==> config.mk <==
export PLATFORM = sky130hd
export DESIGN_NAME = link_scheduler_flat
export DESIGN_NICKNAME = d
export VERILOG_FILES = /design/src/rtl/link_scheduler_pkg.sv /design/src/rtl/link_scheduler_if.sv /design/src/rtl/link_scheduler_arbiter.sv /design/src/rtl/link_scheduler.sv /design/src/flat_wrapper.sv
export SDC_FILE = /design/constraint.sdc
export NUM_CORES = 1
export LEC_CHECK = 0
export ABC_AREA = 1
export CORE_MARGIN = 5
export CORE_UTILIZATION = 40
export DETAILED_ROUTE_END_ITERATION = 8
export GPL_ROUTABILITY_DRIVEN = 0
export PLACE_DENSITY = 0.81
export SYNTH_ARGS = -nofsm -noshare
export SYNTH_HDL_FRONTEND = slang
export SYNTH_SLANG_ARGS = --single-unit
==> constraint.sdc <==
create_clock -name clk -period 2.7 [get_ports clk]
set_clock_uncertainty 0.15 [all_clocks]
set_input_delay 0.54 -clock clk [delete_from_list [all_inputs] [get_ports clk]]
set_output_delay 0.54 -clock clk [all_outputs]
set_load 0.03 [all_outputs]
==> src/rtl/link_scheduler_pkg.sv <==
// Shared NoC definitions for the link scheduler: VC count, flit format,
// flit labels and the per-VC packet state.
package noc_params;

  localparam int VC_NUM  = 2;
  localparam int VC_SIZE = (VC_NUM > 1) ? $clog2(VC_NUM) : 1;
  localparam int DATA_W  = 16;

  typedef enum logic [1:0] {
    HEAD     = 2'd0,
    BODY     = 2'd1,
    TAIL     = 2'd2,
    HEADTAIL = 2'd3
  } flit_label_t;

  typedef struct packed {
    flit_label_t          flit_label;
    logic [VC_SIZE-1:0]   vc_id;
    logic [DATA_W-1:0]    data;
  } flit_t;

  // Per-VC packet state: IDLE = no packet open, ACTIVE = head sent, tail pending.
  typedef enum logic {
    IDLE   = 1'b0,
    ACTIVE = 1'b1
  } vc_state_t;

  // HEAD and HEADTAIL both open a packet and need an IDLE, allocatable VC.
  function automatic logic opens_packet(flit_label_t label);
    return (label == HEAD) || (label == HEADTAIL);
  endfunction

endpackage

==> src/rtl/link_scheduler_if.sv <==
// Bundle of the VC-side handshake and the router-to-router link signals.
// master: the scheduler; slave: the upstream VCs / downstream router model.
interface link_scheduler_if
  import noc_params::*;
#(
  parameter int VC_NUM = noc_params::VC_NUM
) ();

  logic  [VC_NUM-1:0] req_i;
  flit_t [VC_NUM-1:0] flit_i;
  logic  [VC_NUM-1:0] grant_o;
  flit_t              data_o;
  logic               is_valid_o;
  logic  [VC_NUM-1:0] is_on_off_i;
  logic  [VC_NUM-1:0] is_allocatable_i;

  modport master (
    input  req_i, flit_i, is_on_off_i, is_allocatable_i,
    output grant_o, data_o, is_valid_o
  );

  modport slave (
    output req_i, flit_i, is_on_off_i, is_allocatable_i,
    input  grant_o, data_o, is_valid_o
  );

endinterface

==> src/rtl/link_scheduler_arbiter.sv <==
// Round-robin arbiter: one-hot grant among N requests, priority starting at
// the index after the last grant. Pointer holds when nothing is granted.
module round_robin_arbiter #(
  parameter int N = 2
) (
  input  logic         clk,
  input  logic         rst,
  input  logic [N-1:0] req,
  output logic [N-1:0] grant
);

  localparam int PW = (N > 1) ? $clog2(N) : 1;

  logic [PW-1:0] ptr_q;
  logic [PW-1:0] ptr_d;

  // Scan from the pointer and grant the first requester; compute next pointer.
  always_comb begin
    int          idx;
    logic        found;
    logic [PW-1:0] sel;
    // NOTE: every output gets a default before any condition so no latch is inferred.
    grant = '0;
    ptr_d = ptr_q;
    found = 1'b0;
    idx   = 0;
    sel   = '0;
    if (!rst) begin
      for (int i = 0; i < N; i++) begin
        idx = int'(ptr_q) + i;
        if (idx >= N) idx = idx - N;
        sel = PW'(idx);
        if (!found && req[sel]) begin
          found      = 1'b1;
          grant[sel] = 1'b1;
          ptr_d      = (idx == N - 1) ? '0 : PW'(idx + 1);
        end
      end
    end
  end

  // Pointer register; first priority to index 0 after reset.
  always_ff @(posedge clk) begin
    // NOTE: sequential state uses non-blocking assignments so all flops update together.
    if (rst) ptr_q <= '0;
    else     ptr_q <= ptr_d;
  end

endmodule

==> src/rtl/link_scheduler.sv <==
// Link scheduler: picks one VC per cycle for a shared router-to-router link,
// enforcing per-VC packet framing and downstream on/off / allocation flow
// control. Granted flit is registered onto the link one cycle later.
// Optional build macro LINK_STATS_EN adds saturating flit and stall counters.
module link_scheduler
  import noc_params::*;
#(
  parameter int VC_NUM = noc_params::VC_NUM
) (
  input  logic              clk,
  input  logic              rst,
  link_scheduler_if.master  bus,
  output logic              proto_err_o
`ifdef LINK_STATS_EN
  ,
  output logic [15:0]       flit_cnt_o,
  output logic [15:0]       stall_cnt_o
`endif
);

  logic      [VC_NUM-1:0] eligible;
  logic      [VC_NUM-1:0] violation;
  logic      [VC_NUM-1:0] grant;
  vc_state_t [VC_NUM-1:0] state_q;
  vc_state_t [VC_NUM-1:0] state_d;
  flit_t                  sel_flit;
  flit_t                  data_q;
  logic                   valid_q;
  logic                   err_q;

  // Eligibility and protocol-violation detection per VC.
  always_comb begin
    flit_label_t label;
    logic        legal;
    logic        bad;
    eligible  = '0;
    violation = '0;
    label     = HEAD;
    legal     = 1'b0;
    bad       = 1'b0;
    for (int v = 0; v < VC_NUM; v++) begin
      label = bus.flit_i[v].flit_label;
      if (opens_packet(label)) begin
        legal = (state_q[v] == IDLE) && bus.is_allocatable_i[v];
        bad   = (state_q[v] == ACTIVE);
      end else begin
        legal = (state_q[v] == ACTIVE);
        bad   = (state_q[v] == IDLE);
      end
      eligible[v]  = bus.req_i[v] && bus.is_on_off_i[v] && legal;
      violation[v] = bus.req_i[v] && bad;
    end
  end

  round_robin_arbiter #(
    .N (VC_NUM)
  ) u_arbiter (
    .clk   (clk),
    .rst   (rst),
    .req   (eligible),
    .grant (grant)
  );

  assign bus.grant_o = grant;

  // Select the granted flit and stamp it with the granted VC index.
  always_comb begin
    sel_flit = '0;
    for (int v = 0; v < VC_NUM; v++) begin
      if (grant[v]) begin
        sel_flit       = bus.flit_i[v];
        sel_flit.vc_id = VC_SIZE'(v);
      end
    end
  end

  // Per-VC packet state transitions on grant.
  always_comb begin
    state_d = state_q;
    for (int v = 0; v < VC_NUM; v++) begin
      if (grant[v]) begin
        case (bus.flit_i[v].flit_label)
          HEAD:    state_d[v] = ACTIVE;
          TAIL:    state_d[v] = IDLE;
          default: state_d[v] = state_q[v];
        endcase
      end
    end
  end

  // Per-VC state register; reset discards any open packet.
  always_ff @(posedge clk) begin
    // NOTE: the VC state vector is a few flops, not a RAM, so it is reset explicitly.
    if (rst) begin
      for (int v = 0; v < VC_NUM; v++) state_q[v] <= IDLE;
    end else begin
      state_q <= state_d;
    end
  end

  // Link output register and sticky protocol-error flag.
  always_ff @(posedge clk) begin
    if (rst) begin
      data_q  <= '0;
      valid_q <= 1'b0;
      err_q   <= 1'b0;
    end else begin
      valid_q <= |grant;
      if (|grant)     data_q <= sel_flit;
      if (|violation) err_q  <= 1'b1;
    end
  end

  assign bus.data_o     = data_q;
  assign bus.is_valid_o = valid_q;
  assign proto_err_o    = err_q;

`ifdef LINK_STATS_EN
  logic [15:0] flit_cnt_q;
  logic [15:0] stall_cnt_q;

  // Saturating counters: flits placed on the link, and requesting cycles without a grant.
  always_ff @(posedge clk) begin
    if (rst) begin
      flit_cnt_q  <= '0;
      stall_cnt_q <= '0;
    end else begin
      if (valid_q && (flit_cnt_q != 16'hFFFF))
        flit_cnt_q <= flit_cnt_q + 16'd1;
      if ((|bus.req_i) && !(|grant) && (stall_cnt_q != 16'hFFFF))
        stall_cnt_q <= stall_cnt_q + 16'd1;
    end
  end

  assign flit_cnt_o  = flit_cnt_q;
  assign stall_cnt_o = stall_cnt_q;
`endif

endmodule

==> src/flat_wrapper.sv <==
// flat-port wrapper written by rule: the top's interface ports become plain ports
module link_scheduler_flat import noc_params::*;
#(
  parameter int VC_NUM = noc_params::VC_NUM
)
  (clk, rst, proto_err_o, bus_req_i, bus_flit_i, bus_is_on_off_i, bus_is_allocatable_i, bus_grant_o, bus_data_o, bus_is_valid_o);
  link_scheduler_if #(.VC_NUM(VC_NUM)) bus_i ();
  input  logic clk;
  input  logic rst;
  output logic proto_err_o;
  input wire logic [$bits(bus_i.req_i)-1:0] bus_req_i;
  input wire logic [$bits(bus_i.flit_i)-1:0] bus_flit_i;
  input wire logic [$bits(bus_i.is_on_off_i)-1:0] bus_is_on_off_i;
  input wire logic [$bits(bus_i.is_allocatable_i)-1:0] bus_is_allocatable_i;
  output wire logic [$bits(bus_i.grant_o)-1:0] bus_grant_o;
  output wire logic [$bits(bus_i.data_o)-1:0] bus_data_o;
  output wire logic [$bits(bus_i.is_valid_o)-1:0] bus_is_valid_o;
  assign bus_i.req_i = bus_req_i;
  assign bus_i.flit_i = bus_flit_i;
  assign bus_i.is_on_off_i = bus_is_on_off_i;
  assign bus_i.is_allocatable_i = bus_is_allocatable_i;
  assign bus_grant_o = bus_i.grant_o;
  assign bus_data_o = bus_i.data_o;
  assign bus_is_valid_o = bus_i.is_valid_o;
  link_scheduler #(.VC_NUM(VC_NUM)) u_core (.clk(clk), .rst(rst), .bus(bus_i), .proto_err_o(proto_err_o));
endmodule
=== After elaboration in Yosys (flattened, before gate mapping) ===
Cells that the tools add are included.

* Bits in registers: 24
* Input port bits: 46
* Output and inout bits: 23
* Word-level logic and storage cells: 81

* Reductions and logical operators: 23
* Add/subtract/negate cells: 5
* Equal/unequal tests: 6
* Bitwise operators: 3
* Order comparisons: 6
* Muxes and demuxes: 30

{| class="wikitable"
|+ Operator list
! cell !! count
|-
| $mux 32 || 4
|-
| $eq 32x2->1 const B || 2
|-
| $mux 19 || 2
|-
| $mux 1 || 16
|-
| $logic_and 1x1->1 || 11
|-
| $eq 2x2->1 const B || 4
|-
| $mux 2 || 4
|-
| $reduce_bool 2->1 || 3
|-
| $logic_not 2->1 || 2
|-
| $lt 1x2->1 const B || 2
|-
| $pmux 1 s2 || 2
|-
| $reduce_and 2->1 || 2
|-
| $reduce_or 2->1 || 2
|-
| $sub 1x2->3 const B || 1
|-
| $sub 2x2->3 const B || 1
|-
| $add 1x1->1 const B || 2
|-
| $add 1x1->2 const B || 1
|-
| $demux 1 s1 || 2
|-
| $ge 1x1->1 const B || 2
|-
| $ge 1x2->1 const B || 1
|-
| $ge 2x2->1 const B || 1
|-
| $logic_or 1x1->1 || 2
|-
| $not 1->1 || 2
|-
| $or 2x2->2 || 1
|-
| $logic_not 1->1 || 1
|}

=== Logic depth before layout (Yosys ltp) ===
Gate-level depths: netlist (run 1).

* Word-level depth: 14
* Depth in mapped cells: 13
* Depth with buffers taken out: 12

=== Hierarchy ===
From an unflattened synthesis (run 1), not the netlist that was laid out.

* Cells, all modules: 151
* Area, all modules: 1,114.8 µm²

{| class="wikitable"
|+ Modules (own cells, without submodules)
! module !! times used !! cells each !! area an instance (µm²) !! seq. area each (µm²)
|-
| link_scheduler || 1 || 140 || 1,057.3 || 460.4
|-
| round_robin_arbiter || 1 || 11 || 57.6 || 20.0
|}

=== Least setup slack after synthesis (run 1) ===
OpenSTA, ideal clock, no wires.

* Kind: input to output
* Start point: input port bus_flit_i[36]
* End point: output port bus_grant_o[1]
* Path buffers: 2
* Arrival: 1.650 ns
* Stages on the path: 11
* Setup slack: 0.360 ns
* Data required time: 2.010 ns
* Cells stage by stage: inv_1 > ha_1 > inv_1 > nand2_1 > nand2_2 > nand2_1 > nor2_2 > buf_6 > nand2_1 > inv_1 > buf_4

* Cells in the longest elaborated chain, start to end: 12
* Elaborated cells between the ends (all ways): 18
* Classes of those cells: eq/ne (1); mux (11); bitwise (1); reduce/logical (5)

{| class="wikitable"
|+ RTL lines
! what !! RTL line !! text
|-
| from (decl) || flat_wrapper.sv:12 || <nowiki>input wire logic [$bits(bus_i.flit_i)-1:0] bus_flit_i;</nowiki>
|-
| $eq 2x2->1 / $logic_not 2->1 (equally long branches) || link_scheduler_pkg.sv:30 || <nowiki>return (label == HEAD) || (label == HEADTAIL);</nowiki>
|-
| $logic_or 1x1->1 (*) || link_scheduler_pkg.sv:30 ||
|-
| $mux 1 (*) || link_scheduler.sv:43 || <nowiki>if (opens_packet(label)) begin</nowiki>
|-
| $logic_and 1x1->1 (*) || link_scheduler.sv:50 || <nowiki>eligible[v] = bus.req_i[v] && bus.is_on_off_i[v] && legal;</nowiki>
|-
| $mux 1 (implied by the code) (2 in series) || link_scheduler_arbiter.sv:33 || <nowiki>if (!found && req[sel]) begin</nowiki>
|-
| $mux 1 || link_scheduler_arbiter.sv:33 ||
|-
| $mux 1 || link_scheduler_arbiter.sv:28 || <nowiki>if (!rst) begin</nowiki>
|-
| $logic_not 1->1 || link_scheduler_arbiter.sv:33 ||
|-
| $logic_and 1x1->1 || link_scheduler_arbiter.sv:33 ||
|-
| $mux 2 (*) || link_scheduler_arbiter.sv:33 ||
|-
| $mux 2 (*) || link_scheduler_arbiter.sv:28 ||
|-
| to (decl) || flat_wrapper.sv:15 || <nowiki>output wire logic [$bits(bus_i.grant_o)-1:0] bus_grant_o;</nowiki>
|}

Every way passes the cells marked *; elsewhere a longest branch is shown, timed or not. The select of a mux whose other input is x is not followed.

=== Worst setup path after layout (run 1) ===
Ends and elaborated chain as after synthesis.

==> results.toml, run 1 <==
[power]
p_clk_frac = 0.201
p_leak_nw = 1.12
seqPwrFrac = 0.486
p_switching_uw = 224
pwr_density_cell_mw_per_mm2 = 341
p_int_uw = 550
ir_worst_vdd_uv = 249
combPwrFrac = 0.312
p_sw_frac = 0.289

[cts]
cts_hold_buf = 0
cts_root_buf = "clkbuf_4"
clk_latency_ps = 310
cts_made_buffers = 3
path_clk_slew_ps = 130
cts_num_sinks = 24
cts.path.max_buffers = 2
cts.htree.levels = 1
tritoncts = "yes"

[detailed_routing]
num_vias = 1615
firstDrtPassIters = 4
wirelength_um = 4380
drc = 0
antenna_left = 0
avgRoutedWirePerCell_um = 13.1
viasPerCell = 4.84
drtIter0Drc = 77

[setup_path]
required_ps = 2010
critPathCapture = "bus_grant_o[1]"
critical_path_arrival_ps = 1810
reg2reg_to = "u_core.bus.data_o[16]$_SDFFE_PP0P_"
crit_path_end_kind = "output pin"
slowest_delay_ps = 250
path_class = "input pin to output pin"
crit_chain = "dlygate4sd2_1, inv_2, ha_4, inv_1, nand2_1, nand2_2, nand2_2, nor2_2, nand2_1, inv_2, buf_6"
rrSetupSlack_ps = 690
critPathSlowestCell = "dlygate4sd2_1"
critical_path_peak_fanout = 3
reg2regPathDepth = 14
crit_start = "bus_flit_i[36]"
r2r-start = "u_core.state_q[1]$_SDFFE_PP0P_"
critPathLaunchType = "input pin"

[timing]
final-hold-violation-count = 0
grt_setup_unrepaired = "false"
clock.fmax_mhz = 401
period_share = 0.925
worst-slew-pin-transition_ps = 425
finalCriticalPeriod_ps = 2500
slew_headroom = 0.716
tns_ps = 0
drv_slew = 0
hold_slack_ps = 348
setup_viol = 0

[die]
rows = 21
die_y_um = 68.4
io_pins = 69
die_area_mm2 = 0.00468
start_util = 0.413
core_mm2 = 0.00331
fp.dieW_um = 68.4

[global_routing]
grtUsageTotal = 0.193
grt_antenna_before_repair = 0
overflow = 0
grt_max_degree = 21
grt_pass1_wl_um = 6890
grt_pass1_vias = 1559

[final_layout]
final_common_cell = "nand3_1"
antennaDiodeCount = 0
syn_to_final_growth_pct = 65.9
nNetsFinal = 340
fin_util = 0.685
nFillCells = 311
instances_no_fill = 334
drive_gt1_frac = 0.177
mostFrequentLayoutCells = "nand3_1, clkdlybuf4s50_1, nand2_1"

[synth]
synth-seq-cells = 24
avgSynthCellArea_um2 = 6.70
synth_cells = 204
ys.warnings.count = 0
synth-seq-area-share = 0.352
syn-cell-area_mm2 = 0.00137
ys_types = 18
synth_nets = 254

[status]
run_status = "completed"

[hold_path]
holdCritPathClass = "flip-flop to flip-flop"

[placement]
numPortBuffers = 66
hpwl_um = 3070
place_inst = 320

[flow_run]
maxCapViolations = 0
==> flip-flops by register name, indices dropped and copies added (netlist names) <==
| register | flops |
|---|---|
| u_core.u_arbiter.ptr_q | 1 |
| u_core.bus.data_o | 19 |
| u_core.bus.is_valid_o | 1 |
| u_core.proto_err_o | 1 |
| u_core.state_q | 2 |
==> power groups by stage <==
| stage | Clock, mW | Combinational, mW | Sequential (mW) |
|---|---|---|---|
| after floorplan | 0 | 0.0766 | 0.411 |
| after global placement | 0 | 0.223 | 0.384 |
| after detailed placement | 0 | 0.227 | 0.384 |
| after CTS | 0.161 | 0.239 | 0.376 |
| after global routing | 0.176 | 0.261 | 0.379 |
| final | 0.156 | 0.242 | 0.376 |
==> how the worst min path moves through the flow <==
stage | from | cells after the start | to | slack [ps]
final | u_core.bus.data_o[16]$_SDFFE_PP0P_ | 2 | u_core.bus.data_o[16]$_SDFFE_PP0P_ | 350
after global routing | u_core.u_arbiter.ptr_q$_SDFFE_PP0P_ | 2 | u_core.u_arbiter.ptr_q$_SDFFE_PP0P_ | 370
after CTS | u_core.u_arbiter.ptr_q$_SDFFE_PP0P_ | 2 | u_core.u_arbiter.ptr_q$_SDFFE_PP0P_ | 340
after detailed placement | u_core.proto_err_o$_SDFFE_PP0P_ | 2 | u_core.proto_err_o$_SDFFE_PP0P_ | 320
after global placement | u_core.proto_err_o$_SDFFE_PP0P_ | 2 | u_core.proto_err_o$_SDFFE_PP0P_ | 300
after floorplan | u_core.u_arbiter.ptr_q$_SDFFE_PP0P_ | 2 | u_core.u_arbiter.ptr_q$_SDFFE_PP0P_ | 290
==> logic make-up (layout without fill, tap and decap cells) <==
group	count (synthesis)	count (layout)	share of synthesized area
AND/OR/NAND/NOR	128	128	0.452
buffers and inverters	45	129	0.148
AO/OA/AOI/OAI	3	3	0.0110
adder cells (fa/ha/maj)	4	4	0.0366
flip-flops	24	24	0.352
==> per-layer routing <==
layer,vias up,GRT usage,share of wire
met1,750,0.223,0.42
met3,6,0.0213,0.037
li1,826,-,-
met4,0,0.0571,0.015
met5,-,0,0
met2,33,0.365,0.52
==> synth_stat cells <==
cell type	number	area share
a21oi_1	1	0.0037
buf_4	5	0.027
nand3_2	2	0.015
inv_2	2	0.0055
nand3b_1	1	0.0055
buf_2	6	0.022
dfxtp_1	24	0.35
nor2_1	4	0.011
nand3_1	77	0.28
buf_6	1	0.0082
o21ai_0	2	0.0073
nand2_2	2	0.0092
nand2_1	38	0.10
clkbuf_1	1	0.0027
nor2_4	2	0.016
nor2_2	2	0.0092
inv_1	30	0.082
ha_1	4	0.037
==> critical path: cells and delay by family <==
| kind | cells | cell delay [ps] |
|---|---|---|
| adders and majority gates | 1 | 210 |
| buffers and inverters | 5 | 570 |
| and+or+nand+nor | 5 | 490 |
==> what timing repair did <==
item                       in CTS  in global routing
pin swaps                       2                  2
setup endpoints to repair       2                  3
gates cloned                    0                  0
resized for setup              11                  3
buffers inserted                9                  2
==> through the flow <==
stage,worst slack (ps),instance area [um^2],total power [mW]
after floorplan,360,1370,0.488
after global placement,-91.6,2120,0.607
after detailed placement,-137,2120,0.611
after CTS,9.34,2250,0.776
after global routing,122,2270,0.816
final,204,2270,0.774
==> final cells by class <==
cell class	instances	area [um^2]	share of cell area
repair buffers	94	876	0.386
multi-input cells	135	711	0.313
flip-flops and latches	24	480	0.212
inverters	32	120	0.0530
well taps	46	57.6	0.0254
clock buffers	3	22.5	0.00993
(Power assumes the default switching activity.)
==> run 2: changes to the inputs <==
--- a/config.mk
+++ b/config.mk
@@ -6,8 +6,10 @@
 export NUM_CORES = 1
 export LEC_CHECK = 0
 export ABC_AREA = 1
-export CORE_MARGIN = 5
-export CORE_UTILIZATION = 40
+export CELL_PAD_IN_SITES_DETAIL_PLACEMENT = 0
+export CELL_PAD_IN_SITES_GLOBAL_PLACEMENT = 2
+export CORE_MARGIN = 2
+export CORE_UTILIZATION = 20
 export DETAILED_ROUTE_END_ITERATION = 8
 export GPL_ROUTABILITY_DRIVEN = 0
 export PLACE_DENSITY = 0.81
==> results.toml, run 2 (synthesis gave the netlist of run 1 again) <==
[setup_path]
crit_start = "bus_flit_i[36]"
critical_path_arrival_ps = 1770
r2r-start = "u_core.state_q[1]$_SDFFE_PP0P_"
path_class = "input pin to output pin"
required_ps = 2010
crit_path_end_kind = "output pin"
critical_path_peak_fanout = 3
critPathLaunchType = "input pin"

[cts]
cts.htree.levels = 1
tritoncts = "yes"
clk_latency_ps = 260
path_clk_slew_ps = 90
cts_num_sinks = 24
cts.path.max_buffers = 2
cts_root_buf = "clkbuf_8"
cts_made_buffers = 3

[die]
io_pins = 69
die_area_mm2 = 0.00751
rows = 30
start_util = 0.203
fp.dieW_um = 86.7
die_y_um = 86.7
core_mm2 = 0.00672

[timing]
finalCriticalPeriod_ps = 2460
period_share = 0.910
layout_setup_ws_ps = 242
slew_headroom = 0.780
hold_slack_ps = 337
drv_slew = 0
grt_setup_unrepaired = "false"
worst-slew-pin-transition_ps = 329
clock.fmax_mhz = 407
setup_viol = 0
tns_ps = 0
final-hold-violation-count = 0

[flow_run]
maxCapViolations = 0

[placement]
numPortBuffers = 66
hpwl_um = 3180
dp_slack_ps = -133

[detailed_routing]
firstDrtPassIters = 4
antenna_left = 0
wirelength_um = 4720
num_vias = 1587
avgRoutedWirePerCell_um = 12.9
viasPerCell = 4.35
drc = 0
drtIter0Drc = 88

[final_layout]
largest_reg_flops = 19
final_common_cell = "nand3_1"
mostFrequentLayoutCells = "nand3_1, clkdlybuf4s50_1, nand2_1"
nFillCells = 730
drive_gt1_frac = 0.172
nNetsFinal = 337
syn_to_final_growth_pct = 71.4
antennaDiodeCount = 0
fin_util = 0.349

[global_routing]
grt_pass1_vias = 1587
grtUsageTotal = 0.128
overflow = 0
grt_max_degree = 21
grt_antenna_before_repair = 0
grt_pass1_wl_um = 7560

[power]
p_leak_nw = 1.14
ir_worst_vdd_uv = 133
pwr_density_cell_mw_per_mm2 = 357

[hold_path]
holdCritPathClass = "flip-flop to flip-flop"
min_from = "u_core.u_arbiter.ptr_q$_SDFFE_PP0P_"

[status]
run_status = "completed"
run 2: worst paths after layout:
path | endpoint | slack (ps) | cells after the start
worst max-delay path | bus_grant_o[1] | 240 | 11
worst min-delay path | u_core.u_arbiter.ptr_q$_SDFFE_PP0P_ | 340 | 2
worst max register to register | u_core.bus.data_o[18]$_SDFFE_PP0P_ | 890 | 13
worst min register to register | u_core.u_arbiter.ptr_q$_SDFFE_PP0P_ | 340 | 2
run 2: routing by layer:
layer / track usage / wire (um)
met1: 0.171 / 2280
met2: 0.207 / 2220
met3: 0.0105 / 151
met4: 0.0668 / 78
met5: 0 / 0
run 2: what timing repair did:
action / 4_1_cts / 5_1_grt
pin swaps: 2 / 2
setup endpoints to repair: 2 / 21
hold buffers: 0 / 0
resized for setup: 9 / 7
buffers inserted: 4 / 2
run 2: area by class of cell:
cell class              count  area [um^2]  share of cell area
repair buffers             91          882               0.377
multi-input cells         135          718               0.307
flip-flops and latches     24          480               0.205
inverters                  32          120              0.0513
well taps                  80          100              0.0427
clock buffers               3         41.3              0.0176
run 2: through the flow:
step	cell area [um^2]	cells	power (mW)
finish	2340	365	0.836
global route	2340	365	0.892
CTS	2320	364	0.849
detailed placement	2210	357	0.620
global placement	2210	357	0.619
floorplan	1370	204	0.488
run 2: worst max-delay path, cell delays in order:
cell and delay [ps]:
dlygate4sd2_1 250, inv_2 80, ha_4 210, inv_1 50
nand2_1 70, nand2_2 90, nand2_2 80, nor2_4 130
nand2_2 80, inv_2 70, buf_6 120
run 2: report_power, final:
part | internal (mW) | leakage, nW | switching (mW) | total (mW)
combinational | 0.132 | 0.921 | 0.116 | 0.248
clock | 0.0997 | 0.0216 | 0.112 | 0.212
sequential | 0.369 | 0.195 | 0.00758 | 0.376
total | 0.601 | 1.14 | 0.235 | 0.836
==> run 3: changes to the inputs <==
--- a/config.mk
+++ b/config.mk
@@ -8,10 +8,13 @@
 export ABC_AREA = 1
 export CELL_PAD_IN_SITES_DETAIL_PLACEMENT = 0
 export CELL_PAD_IN_SITES_GLOBAL_PLACEMENT = 2
+export CORE_ASPECT_RATIO = 0.7
 export CORE_MARGIN = 2
 export CORE_UTILIZATION = 20
+export CTS_CLUSTER_DIAMETER = 150
 export DETAILED_ROUTE_END_ITERATION = 8
 export GPL_ROUTABILITY_DRIVEN = 0
+export GPL_TIMING_DRIVEN = 0
 export PLACE_DENSITY = 0.81
 export SYNTH_ARGS = -nofsm -noshare
 export SYNTH_HDL_FRONTEND = slang
==> results.toml, run 3 (synthesis gave the netlist of run 1 again) <==
[status]
run_status = "completed"

[die]
die_area_mm2 = 0.00752
fp.dieW_um = 103
die_y_um = 73.2
io_pins = 69
start_util = 0.204
rows = 25
core_mm2 = 0.00669

[final_layout]
mostFrequentLayoutCells = "nand3_1, clkdlybuf4s50_1, nand2_1"
largest_reg_flops = 19
final_common_cell = "nand3_1"
drive_gt1_frac = 0.150
syn_to_final_growth_pct = 66.2
nNetsFinal = 331
nFillCells = 762
antennaDiodeCount = 0
instances_no_fill = 374

[power]
pwr_density_cell_mw_per_mm2 = 379
p_sw_frac = 0.286
ir_worst_vdd_uv = 189
seqPwrFrac = 0.438
combPwrFrac = 0.265
p_switching_uw = 246
p_leak_nw = 1.08
p_int_uw = 615
p_clk_frac = 0.297

[global_routing]
grt_max_degree = 14
grtUsageTotal = 0.132
grt_pass1_vias = 1458
overflow = 0
grt_antenna_before_repair = 0
grt_pass1_wl_um = 7470

[setup_path]
crit_path_end_kind = "output pin"
critPathSlowestCell = "dlygate4sd2_1"
worst-path-stages = 13
slowest_delay_ps = 250
critical_path_arrival_ps = 1920
critPathLaunchType = "input pin"
crit_chain = "dlygate4sd2_1, inv_2, ha_4, inv_1, nand2_1, nand2_2, nand2_4, nor2_4, buf_6, nand2_2, inv_2, buf_4, buf_6"
reg2regPathDepth = 9
cp_top_family = "buffers and inverters"
path_buf_inv = 7
path_class = "input pin to output pin"
critical_path_peak_fanout = 3
required_ps = 2010

[cts]
path_clk_slew_ps = 90
clk_latency_ps = 270
cts_num_sinks = 24
cts_made_buffers = 3
cts.path.max_buffers = 2
cts.htree.levels = 1
cts_root_buf = "clkbuf_8"
tritoncts = "yes"

[timing]
finalCriticalPeriod_ps = 2610
period_share = 0.967
clock.fmax_mhz = 383
worst-slew-pin-transition_ps = 564
final-hold-violation-count = 0
setup_viol = 0
layout_setup_ws_ps = 87.9
drv_slew = 0
slew_headroom = 0.624

[detailed_routing]
avgRoutedWirePerCell_um = 12.6
drtIter0Drc = 67
num_vias = 1548
firstDrtPassIters = 4
antenna_left = 0
drc = 0
wirelength_um = 4730
viasPerCell = 4.14

[flow_run]
maxCapViolations = 0

[placement]
hpwl_um = 3430
dp_slack_ps = -958
place_inst = 364
numPortBuffers = 66

[hold_path]
whs_path_depth = 2
holdCritPathClass = "flip-flop to flip-flop"
[run 3: cell count changes in the layout (fill, tap and decap cells not counted), sizes merged]
| cell | previous run | this run |
|---|---|---|
| buf | 27 | 20 |
| clkbuf | 3 | 7 |
| clkdlybuf4s15 | 0 | 1 |
| dlymetal6s2s | 3 | 0 |
[run 3: final timing paths]
check,from,slack [ps],to
min,u_core.bus.data_o[16]$_SDFFE_PP0P_,340,u_core.bus.data_o[16]$_SDFFE_PP0P_
min reg2reg,u_core.bus.data_o[16]$_SDFFE_PP0P_,340,u_core.bus.data_o[16]$_SDFFE_PP0P_
max reg2reg,u_core.state_q[1]$_SDFFE_PP0P_,1090,u_core.bus.data_o[15]$_SDFFE_PP0P_
max,bus_flit_i[36],90,bus_grant_o[1]
[run 3: routing by layer]
layer  vias to the layer above  track usage  share of wire
met5                         -            0              0
met4                         0       0.0263         0.0074
met3                         2       0.0354          0.059
met2                        40        0.186           0.40
met1                       697        0.200           0.53
li1                        809            -              -
[run 3: per-stage QoR]
stage	hold WS (ps)	util	area [um^2]	TNS (ps)	total power [mW]
2_1_floorplan	291	-	1370	0	0.488
3_3_place_gp	310	0.320	2140	-2480	0.606
3_5_place_dp	324	0.320	2140	-2510	0.605
4_1_cts	344	0.335	2240	0	0.872
5_1_grt	383	0.339	2270	-2.48	0.911
6_report	343	0.339	2270	0	0.860
[run 3: worst min-delay path, delay by kind of cell (launching register included)]
family	cells	cell delay, ps
AND/OR/NAND/NOR	1	60
AO/OA/AOI/OAI	1	70
flip-flops	1	320
[run 3: repair_timing]
item                                    4_1_cts  5_1_grt
resized for setup                            25        9
endpoints found under the setup margin        2        2
gates cloned                                  0        0
pin swaps                                     3        3
hold buffers                                  0        0
buffers inserted                              3        3
[run 3: power by group through the flow]
| stage | Sequential, mW | Combinational [mW] | Clock, mW |
|---|---|---|---|
| final | 0.377 | 0.228 | 0.256 |
| after global routing | 0.379 | 0.249 | 0.283 |
| after CTS | 0.377 | 0.225 | 0.269 |
| after detailed placement | 0.385 | 0.220 | 0 |
| after global placement | 0.385 | 0.221 | 0 |
| after floorplan | 0.411 | 0.0766 | 0 |
[run 3: cell type report]
type	instances	area, um^2	share of cell area
multi-input combinational	135	711	0.313
timing repair buffer	72	694	0.306
sequential	24	480	0.212
inverter	32	120	0.0529
tap	94	118	0.0518
buffer	13	92.6	0.0408
clock buffer	4	55.1	0.0242
